File: src/rtl/mult_pkg.sv
// mult_pkg
// Shared definitions for the shift_add_mult Booth multiplier:
//   - state_t     : controller states (IDLE, RUN, DONE)
//   - WIDTH       : operand / result width (only 32 is supported)
//   - STEP_COUNT  : number of Booth iterations per multiply
//   - PROD_W      : width of the {upper, lower, q-1} product register
//   - product_overflow() : signed-overflow test on a full-width product
package mult_pkg;

    localparam int WIDTH  = 32;
    localparam int CNT_W  = 6;
    localparam int PROD_W = 2 * WIDTH + 1;

    localparam logic [CNT_W-1:0] STEP_COUNT = 6'd32;

    typedef enum logic [1:0] {
        IDLE = 2'd0,
        RUN  = 2'd1,
        DONE = 2'd2
    } state_t;

    // The product fits in WIDTH signed bits only when every upper bit is a
    // copy of the sign bit of the lower word.
    function automatic logic product_overflow(input logic [2*WIDTH-1:0] product);
        return product[2*WIDTH-1:WIDTH] != {WIDTH{product[WIDTH-1]}};
    endfunction

endpackage

File: src/rtl/booth_step.sv
// booth_step
// One combinational radix-2 Booth iteration on the product register.
// Ports:
//   prod_in  [PROD_W-1:0] : {upper, lower, q-1} before the step
//   mcand    [WIDTH-1:0]  : signed multiplicand
//   prod_out [PROD_W-1:0] : {upper, lower, q-1} after add/sub/skip and shift
module booth_step
    import mult_pkg::*;
(
    input  logic [PROD_W-1:0] prod_in,
    input  logic [WIDTH-1:0]  mcand,
    output logic [PROD_W-1:0] prod_out
);

    logic [WIDTH:0] upper_ext;
    logic [WIDTH:0] mcand_ext;
    logic [WIDTH:0] sum;

    // The add/subtract is done one bit wider than the upper word so that
    // subtracting the most negative multiplicand cannot corrupt the sign.
    // The extra sum bit becomes the bit shifted into the top, which makes the
    // shift arithmetic; any carry beyond 33 bits is simply dropped.
    always_comb begin
        upper_ext = {prod_in[PROD_W-1], prod_in[PROD_W-1:WIDTH+1]};
        mcand_ext = {mcand[WIDTH-1], mcand};
        case (prod_in[1:0])
            2'b01:   sum = upper_ext + mcand_ext;
            2'b10:   sum = upper_ext - mcand_ext;
            default: sum = upper_ext;
        endcase
        prod_out = {sum, prod_in[WIDTH:1]};
    end

endmodule

File: src/rtl/shift_add_mult.sv
// shift_add_mult
// Sequential radix-2 Booth signed multiplier, one Booth step per clock.
// A start pulse latches both operands; 33 cycles later a one-cycle done pulse
// is given together with the low word of the product and an overflow flag.
// Starting again while running aborts the current operation.
// Ports:
//   clock          : rising-edge clock
//   reset          : asynchronous active-high reset
//   ctrl_MULT      : start / restart pulse, operands sampled on its edge
//   data_operandA  : signed multiplicand
//   data_operandB  : signed multiplier
//   data_result    : low WIDTH bits of the signed product (held)
//   data_exception : signed overflow of the WIDTH-bit result (held)
//   data_resultRDY : one-cycle done pulse
//   busy           : high while in RUN
// Configuration:
//   SHIFT_ADD_MULT_ZERO_SKIP_EN : when defined, a zero operand finishes one
//   cycle after the start edge with result 0 and no exception.
module shift_add_mult #(
    parameter int WIDTH = 32
) (
    input  logic             clock,
    input  logic             reset,
    input  logic             ctrl_MULT,
    input  logic [WIDTH-1:0] data_operandA,
    input  logic [WIDTH-1:0] data_operandB,
    output logic [WIDTH-1:0] data_result,
    output logic             data_exception,
    output logic             data_resultRDY,
    output logic             busy
);

    import mult_pkg::*;

    localparam int PW = 2 * WIDTH + 1;

    state_t           state_q, state_d;
    logic [CNT_W-1:0] count_q, count_d;
    logic [PW-1:0]    prod_q, prod_d;
    logic [WIDTH-1:0] mcand_q, mcand_d;
    logic [WIDTH-1:0] result_q, result_d;
    logic             exception_q, exception_d;
    logic             rdy_q, rdy_d;
    logic [PW-1:0]    prod_step;

    booth_step u_booth_step (
        .prod_in  (prod_q),
        .mcand    (mcand_q),
        .prod_out (prod_step)
    );

    // State and datapath registers; reset clears everything at once.
    always_ff @(posedge clock or posedge reset) begin
        if (reset) begin
            state_q     <= IDLE;
            count_q     <= '0;
            prod_q      <= '0;
            mcand_q     <= '0;
            result_q    <= '0;
            exception_q <= 1'b0;
            rdy_q       <= 1'b0;
        end else begin
            state_q     <= state_d;
            count_q     <= count_d;
            prod_q      <= prod_d;
            mcand_q     <= mcand_d;
            result_q    <= result_d;
            exception_q <= exception_d;
            rdy_q       <= rdy_d;
        end
    end

    // Controller. A start in any state latches the operands and restarts the
    // step counter, which is also how an in-flight operation gets aborted.
    // In RUN the counter sits at 0..31 while steps are applied; at 32 all
    // steps are done and the result is published on the transition to DONE.
    always_comb begin
        state_d     = state_q;
        count_d     = count_q;
        prod_d      = prod_q;
        mcand_d     = mcand_q;
        result_d    = result_q;
        exception_d = exception_q;
        rdy_d       = 1'b0;

        if (ctrl_MULT) begin
            state_d = RUN;
            count_d = '0;
            mcand_d = data_operandA;
            prod_d  = {{WIDTH{1'b0}}, data_operandB, 1'b0};
        end else begin
            case (state_q)
                IDLE: begin
                    state_d = IDLE;
                end
                RUN: begin
`ifdef SHIFT_ADD_MULT_ZERO_SKIP_EN
                    if (count_q == '0 && (mcand_q == '0 || prod_q[WIDTH:1] == '0)) begin
                        state_d     = DONE;
                        rdy_d       = 1'b1;
                        result_d    = '0;
                        exception_d = 1'b0;
                    end else
`endif
                    if (count_q == STEP_COUNT) begin
                        state_d     = DONE;
                        rdy_d       = 1'b1;
                        result_d    = prod_q[WIDTH:1];
                        exception_d = product_overflow(prod_q[PW-1:1]);
                    end else begin
                        prod_d  = prod_step;
                        count_d = count_q + 1'b1;
                    end
                end
                DONE: begin
                    state_d = IDLE;
                end
                default: begin
                    state_d = IDLE;
                end
            endcase
        end
    end

    assign data_result    = result_q;
    assign data_exception = exception_q;
    assign data_resultRDY = rdy_q;
    assign busy           = (state_q == RUN);

endmodule

File: config.mk
export PLATFORM = sky130hd
export DESIGN_NAME = shift_add_mult
export DESIGN_NICKNAME = d
export VERILOG_FILES = /design/src/rtl/mult_pkg.sv /design/src/rtl/booth_step.sv /design/src/rtl/shift_add_mult.sv
export SDC_FILE = /design/constraint.sdc
export NUM_CORES = 1
export LEC_CHECK = 0
export CORE_UTILIZATION = 40
export DETAILED_ROUTE_END_ITERATION = 6
export GPL_ROUTABILITY_DRIVEN = 1
export PLACE_DENSITY = 0.64
export RECOVER_POWER = 50
export SETUP_SLACK_MARGIN = 0.4
export SYNTH_ARGS = -nofsm -noshare
export SYNTH_HDL_FRONTEND = slang
export SYNTH_SLANG_ARGS = --single-unit
File: constraint.sdc
create_clock -name clock -period 5.06 [get_ports clock]
set_input_delay 0.506 -clock clock [delete_from_list [all_inputs] [get_ports clock]]
set_output_delay 0.506 -clock clock [all_outputs]
set_load 0.005 [all_outputs]
# After elaboration in Yosys (flattened, before gate mapping)
# Index checks and enable logic that the tools add are counted.
# totals
rom_bits	0
ramBits	0
output_inout_bits	35
latch_bits	0
mem_count	0
word_cells	37
inputBits	67
reg_bits	139
# op_classes
n_eq_ne	7
n_reduce_logical	5
magnitude_cmp	0
n_addsub	3
div	0
mux	13
shift	0
n_bitwise	1
multipliers	0
# op_table
cell	count
$mux 65	3
$pmux 33 s2	1
$add 32x32->33	1
$sub 32x32->33	1
$ne 32x32->1	1
$mux 6	3
$add 6x1->6 const B	1
$eq 6x6->1 const B	1
$mux 2	3
$reduce_and 3->1	2
$eq 2x1->1 const B	2
$mux 1	3
$ne 3x2->1 const B	1
$reduce_bool 3->1	1
$eq 2x2->1 const B	1
$ne 2x2->1 const B	1
$reduce_and 2->1	1
$reduce_bool 2->1	1
$not 1->1	1

# Longest topological paths before layout
# Gate-level depths: netlist of run 1.
# logic_depth
word_depth	5
depth_mapped	17
ltp_nobuf	17

# Modules after synthesis
# A second synthesis of run 1 with hierarchy kept.
# unflattened
cells_unflattened	949
hier_area_um2	8872.3
# modules_own_cells
module	seq_area_each_um2	instances	cells_per_inst	area_each_um2
shift_add_mult	3478.3	1	497	5833.1
booth_step	0.0	1	452	3039.2

# Worst setup path after synthesis of run 1
# OpenSTA, ideal clock, no wires.
# synth_timing
kind	register to register
start	register mcand_q[0]
end	register prod_q[61]
path_stages_with_launch	17
required_ns	4.922
slack_ns	1.368
setup_time_ns	0.138
period_less_slack_ns	3.692
arrival_ns	3.554
n_path_buf	1
cell_sequence	dfrtp_1 > inv_1 > ha_1 > or3b_2 > nor3_1 > a21oi_1 > xnor2_1 > ha_1 > clkbuf_1 > a21o_1 > a31oi_1 > nor2_1 > a211oi_1 > o21ai_1 > a41oi_1 > xnor2_1 > o22ai_1
# synth_between
elab_chain_cells	5
word_cells_on_any_way	6
classes_between	add/sub (2); mux (4)
# synth_lines
element	line	rtl
from (decl)	shift_add_mult.sv:40	logic [WIDTH-1:0] mcand_q, mcand_d;
from (signal assigned)	shift_add_mult.sv:66	mcand_q <= mcand_d;
$sub 32x32->33 / $add 32x32->33 (equally long branches)	booth_step.sv:28, booth_step.sv:27	
$pmux 33 s2 *	booth_step.sv:26	case (prod_in[1:0])
$mux 65 *	shift_add_mult.sv:105	if (count_q == STEP_COUNT) begin
$mux 65 *	shift_add_mult.sv:92	case (state_q)
$mux 65 *	shift_add_mult.sv:86	if (ctrl_MULT) begin
to (signal assigned)	shift_add_mult.sv:65	prod_q <= prod_d;
to (decl)	shift_add_mult.sv:39	logic [PW-1:0] prod_q, prod_d;
# Every way passes the cells marked *; elsewhere a longest branch is shown, timed or not. The select of a mux whose other input is x is not followed.
# A chain may end at the register's enable or synchronous reset.

# Final worst setup path of run 1
# Same ends and word-level chain as after synthesis.

==> metrics.yaml, run 1 <==
fin_crit_sh: 0.858
peakVddDrop_uv: 235
cap_violations: 3
viasPerCell: 5.42
hold_class: "reg2reg"
fin_crit_ns: 4.34
finalHoldViolCount: 0
yosysUniqueCellTypes: 57
wl_per_cell_um: 16.3
syn-instance-count: 949
gp_congestion: 0.848
crit_required_ns: 5.25
postCtsHoldBufs: 0
arrival_ns: 4.53
syn-cell-area_um2: 8340
grt_max_degree: 114
worstHoldPathCells: 2
clk_latency_ns: 0.43
ant_nets: 0
grt_pass1_wl_um: 35600
grt_pass1_vias: 6835
yosys_warnings: 0
yosysTopAreaCellShare: 0.417
drc_errors: 0
cts_setup_buffers: 0
p_leak_nw: 4.77
synthFlopType: "dfrtp_1"
status: "finished with violations"
hold_ws_ns: 0.475
fmax_mhz: 230
first_pass_iters: 5
diodes: 0
slew_violations: 216
seq_area_frac_synth: 0.417
start_util: 0.410
crit_type: "reg2reg"
drive_gt1_frac: 0.0762
antenna_found_initial: 0
synth_fp_nets: 1054
areaGrowthSynthToFinish_pct: 21.8
die_w_um: 146
reg2regPathDepth: 13
fp-row-count: 52
dr.first_iter.drc_count: 471
post_cts_resized: 0
grt_usage: 0.208
synth.ff_latch_count: 139
final_nets: 1129
cts_buffer_depth: 2
synth_edf_count: 0
async_flop_share: 1.00
wl_um: 21400
dieArea_um2: 21400
cp_max_fo: 8
end_kind: "flop"
max_slew_margin: -1.03
syn_avg_cell_area_um2: 8.79
power_density_nw_per_um2: 436
finalSetupViolations: 0
clockRootBuffer: "clkbuf_16"
cts_sinks: 139
cts_buffers: 17
vias: 7082
startpoint_type: "flop"
final.setup_skew_ns: 0.0129
core-area_um2: 20400
yosysTopAreaCell: "dfrtp_1"
post-dp-hpwl_um: 14300
violations: "capacitance limit, slew limit"
ios: 102
synth_area_leaders: "dfrtp_1, nand2_1, ha_1, xnor2_1, a21oi_1"
cts_tree: "yes"
tightest_slew_ns: 3.05
fin_tns_setup_ns: 0
die_h_um: 146
rsz0062_at_grt: "no"
h-tree-depth: 4
port_buffers: 101
path_clk_slew_ns: 0.08
grt_overflow_total: 0
-- logic make-up after synthesis --
logic type,after synthesis,synth area share
simple gates,352,0.192
xor+xnor,65,0.0683
buf+inv,78,0.0372
fa+ha+maj,38,0.0579
compound gates,220,0.156
mux,57,0.0720
flops,139,0.417
-- final cells by class --
cell class,instances,area [um2]
Clock buffer,17,425
Clock inverter,15,199
Fill cell,1912,10200
Inverter,25,97.6
Multi-Input combinational cell,732,4560
Sequential cell,139,3480
Tap cell,270,338
Timing Repair Buffer,109,1060
-- placed cells by master, fill, tap and decap left out, types with 21 or more instances in the layout --
| cell type | netlist | routed |
|---|---|---|
| nand2_1 | 190 | 190 |
| ha_1 | 37 | 37 |
| inv_1 | 25 | 24 |
| clkdlybuf4s50_1 | 0 | 81 |
| mux2i_1 | 33 | 33 |
| mux2_2 | 24 | 24 |
| nor3_1 | 22 | 22 |
| o22ai_1 | 21 | 21 |
| a21oi_1 | 66 | 66 |
| o21ai_0 | 65 | 65 |
| dfrtp_1 | 139 | 139 |
| nor2_1 | 59 | 58 |
| xnor2_1 | 48 | 48 |
-- through the flow --
stage,setup WS [ns],area [um2],cells,power [mW],util
after floorplan,0.829,8340,949,2.72,-
after global placement,0.964,9540,1275,3.13,0.469
after detailed placement,0.826,9540,1275,3.14,0.469
after CTS,0.773,10200,1307,4.44,0.499
after global routing,0.230,10200,1307,4.73,0.499
final,0.718,10200,1307,4.43,0.499
-- flip-flops by register name, summed over array words and instances, names as in the netlist --
signal          count
data_resultRDY      1
data_result        32
prod_q             65
mcand_q            32
count_q             6
data_exception      1
state_q             2
-- routing by layer --
metal | track usage | vias to the layer above | wire length (um) | share of wire
met1 | 0.297 | 3397 | 10300 | 0.48
met3 | 0.0456 | 26 | 1030 | 0.048
met2 | 0.312 | 168 | 9690 | 0.45
li1 | - | 3491 | - | -
met4 | 0.0625 | 0 | 352 | 0.016
met5 | 0 | - | 0 | 0
-- critical path, stage by stage, from the launching register on --
cell and delay (ns):
dfrtp_1 0.40, or4_1 0.59, nor3_2 0.26, and3b_1 0.35, nand2_1 0.14, or4_1 0.56, nor2b_1 0.17, xnor2_1 0.14
ha_1 0.44, nand2_1 0.11, nor3_1 0.33, a41oi_1 0.19, xnor2_1 0.28, o22ai_1 0.13
-- cell usage after synthesis (4+ instances only) --
cell      count
a21oi_1      66
mux2i_1      33
nor2_1       59
mux2_2       24
dfrtp_1     139
nor4_1        8
and3_1       19
a31oi_1      14
o21ai_0      65
a21o_1       12
ha_1         37
o211ai_1      7
xnor2_1      48
a311oi_1      4
xor2_1       17
clkbuf_1     47
nand2_1     190
nand3_1       8
nand4_1      16
inv_1        25
a211oi_1      7
nor3_1       22
nand2b_1      5
or4_1         4
o22ai_1      21
-- final timing paths --
kind | start | to | slack (ns)
max in group asynchronous | reset | data_result[14] | 2.46
hold / removal | data_result[20] | data_result[20] | 0.47
setup / recovery | mcand_q[0] | prod_q[61] | 0.72
setup reg to reg | mcand_q[0] | prod_q[61] | 0.72
min in group asynchronous | reset | data_result[10] | 1.28
hold reg to reg | data_result[20] | data_result[20] | 0.47
-- where the power goes --
part,internal [mW],switching [mW]
combinational,0.740,0.927
sequential,1.27,0.219
clock,0.673,0.601
(Power assumes the default switching activity.)
==> inputs of run 2 (changes only) <==
--- a/config.mk
+++ b/config.mk
@@ -5,6 +5,7 @@
 export SDC_FILE = /design/constraint.sdc
 export NUM_CORES = 1
 export LEC_CHECK = 0
+export CORE_MARGIN = 2
 export CORE_UTILIZATION = 40
 export DETAILED_ROUTE_END_ITERATION = 6
 export GPL_ROUTABILITY_DRIVEN = 1
==> metrics.yaml, run 2 (synthesis gave the netlist of run 1 again) <==
status: "finished with violations"
violations: "capacitance limit, slew limit"
finish.instance_area_um2: 10200
power_density_nw_per_um2: 441
fin_crit_sh: 0.838
drive_gt1_frac: 0.0771
gp_congestion: 0.921
finalSetupViolations: 0
core-area_um2: 20400
fin_crit_ns: 4.24
crit_type: "reg2reg"
pwr-share-seq: 0.333
post_cts_resized: 0
dr.first_iter.drc_count: 550
cts_buffer_depth: 2
cap_violations: 4
viasPerCell: 5.44
crit_path_cell_trace: "or4_1 > nor3_2 > and3b_1 > nand2_1 > or4_1 > nor3_1 > nor2_1 > xnor2_1 > ha_1 > a21oi_1 > nand4_1 > o21ai_1 > o221ai_1 > a31oi_1 > o22ai_1"
wl_um: 21600
grt_pass1_vias: 6838
tightest_slew_ns: 2.46
start_util: 0.410
peakVddDrop_uv: 237
wl_per_cell_um: 16.5
port_buffers: 101
crit_top_cell: "or4_1"
crit_family: "simple AND/OR/NAND/NOR gates"
die_h_um: 148
arrival_ns: 4.47
drc_errors: 0
path_depth: 15
grt_overflow_total: 0
cts_tree: "yes"
path_buf_inv: 0
max_stage_delay_ns: 0.57
grt_usage: 0.201
slowest_stage: "or4_1"
h-tree-depth: 4
p_leak_nw: 4.79
cts_sinks: 139
final_nets: 1130
largest_reg_flops: 65
clkPwrFrac: 0.293
grt_pass1_wl_um: 35500
cts_buffers: 17
layout_commonest_cell: "nand2_1"
first_pass_iters: 5
cp_max_fo: 6
vias: 7117
path_clk_slew_ns: 0.07
postCtsHoldBufs: 0
worstHoldPathCells: 2
p_switching_mw: 1.70
cts_setup_buffers: 0
max_slew_margin: -0.638
hold_class: "reg2reg"
areaGrowthSynthToFinish_pct: 21.8
regMostFlops: "prod_q"
finalHoldViolCount: 0
post-dp-hpwl_um: 14500
final.setup_skew_ns: 0.00929
grt_max_degree: 113
rsz0062_at_grt: "no"
startpoint_type: "flop"
clk_latency_ns: 0.43
ant_nets: 0
swShare: 0.380
reg2regPathDepth: 15
combPwrFrac: 0.374
diodes: 0
placedInstanceArea_um2: 9550
end_kind: "flop"
fp-row-count: 52
antenna_found_initial: 0
clockRootBuffer: "clkbuf_16"
slew_violations: 299
die_w_um: 148
crit_required_ns: 5.29
final_cell_mix: "nand2_1, dfrtp_1, clkdlybuf4s50_1, a21oi_1, o21ai_0"
dieArea_um2: 22000
internal-power_mw: 2.78
fmax_mhz: 236
ios: 102
fin_tns_setup_ns: 0
## run 2: worst paths after layout
check | from | end | slack (ns)
setup / recovery | mcand_q[0] | prod_q[62] | 0.82
hold / removal | data_result[17] | data_result[17] | 0.47
setup reg to reg | mcand_q[0] | prod_q[62] | 0.82
hold reg to reg | data_result[17] | data_result[17] | 0.47
max in group asynchronous | reset | data_result[3] | 2.40
min in group asynchronous | reset | data_result[11] | 1.32
## run 2: layout make-up
cell class / instances / area, um2
fill: 1939 / 10200
inverter: 25 / 97.6
clock buffer: 18 / 439
multi-input combinational: 732 / 4560
sequential: 139 / 3480
tap: 270 / 338
timing repair buffer: 110 / 1070
clock inverter: 14 / 179
## run 2: power by group through the flow
stage	clock network [mW]	logic, mW	registers (mW)
after floorplan	0	1.29	1.43
after global placement	0	1.64	1.50
after detailed placement	0	1.65	1.50
after CTS	1.33	1.66	1.48
after global routing	1.39	1.86	1.51
final	1.31	1.67	1.49
## run 2: worst reg2reg max path, stage by stage (launching register included)
cell and delay (ns):
dfrtp_1 0.41, or4_1 0.57, nor3_2 0.25, and3b_1 0.34
nand2_1 0.14, or4_1 0.56, nor3_1 0.16, nor2_1 0.07
xnor2_1 0.14, ha_1 0.36, a21oi_1 0.20, nand4_1 0.11
o21ai_1 0.33, o221ai_1 0.16, a31oi_1 0.15, o22ai_1 0.10
## run 2: metal layers
| layer | part of all wire | routed length (um) | GRT usage |
|---|---|---|---|
| met1 | 0.49 | 10500 | 0.284 |
| met2 | 0.46 | 9840 | 0.319 |
| met3 | 0.048 | 1040 | 0.0451 |
| met4 | 0.0089 | 193 | 0.0424 |
| met5 | 0 | 0 | 0 |
## run 2: stage by stage
stage	hold slack (ns)	util	instances	setup WS, ns	power, mW
6_report	0.474	0.499	1308	0.821	4.47
3_5_place_dp	0.462	0.469	1276	0.889	3.15
4_1_cts	0.481	0.499	1308	0.855	4.48
2_1_floorplan	0.460	-	949	0.829	2.72
3_3_place_gp	0.458	0.469	1276	0.934	3.14
5_1_grt	0.502	0.499	1308	0.400	4.77
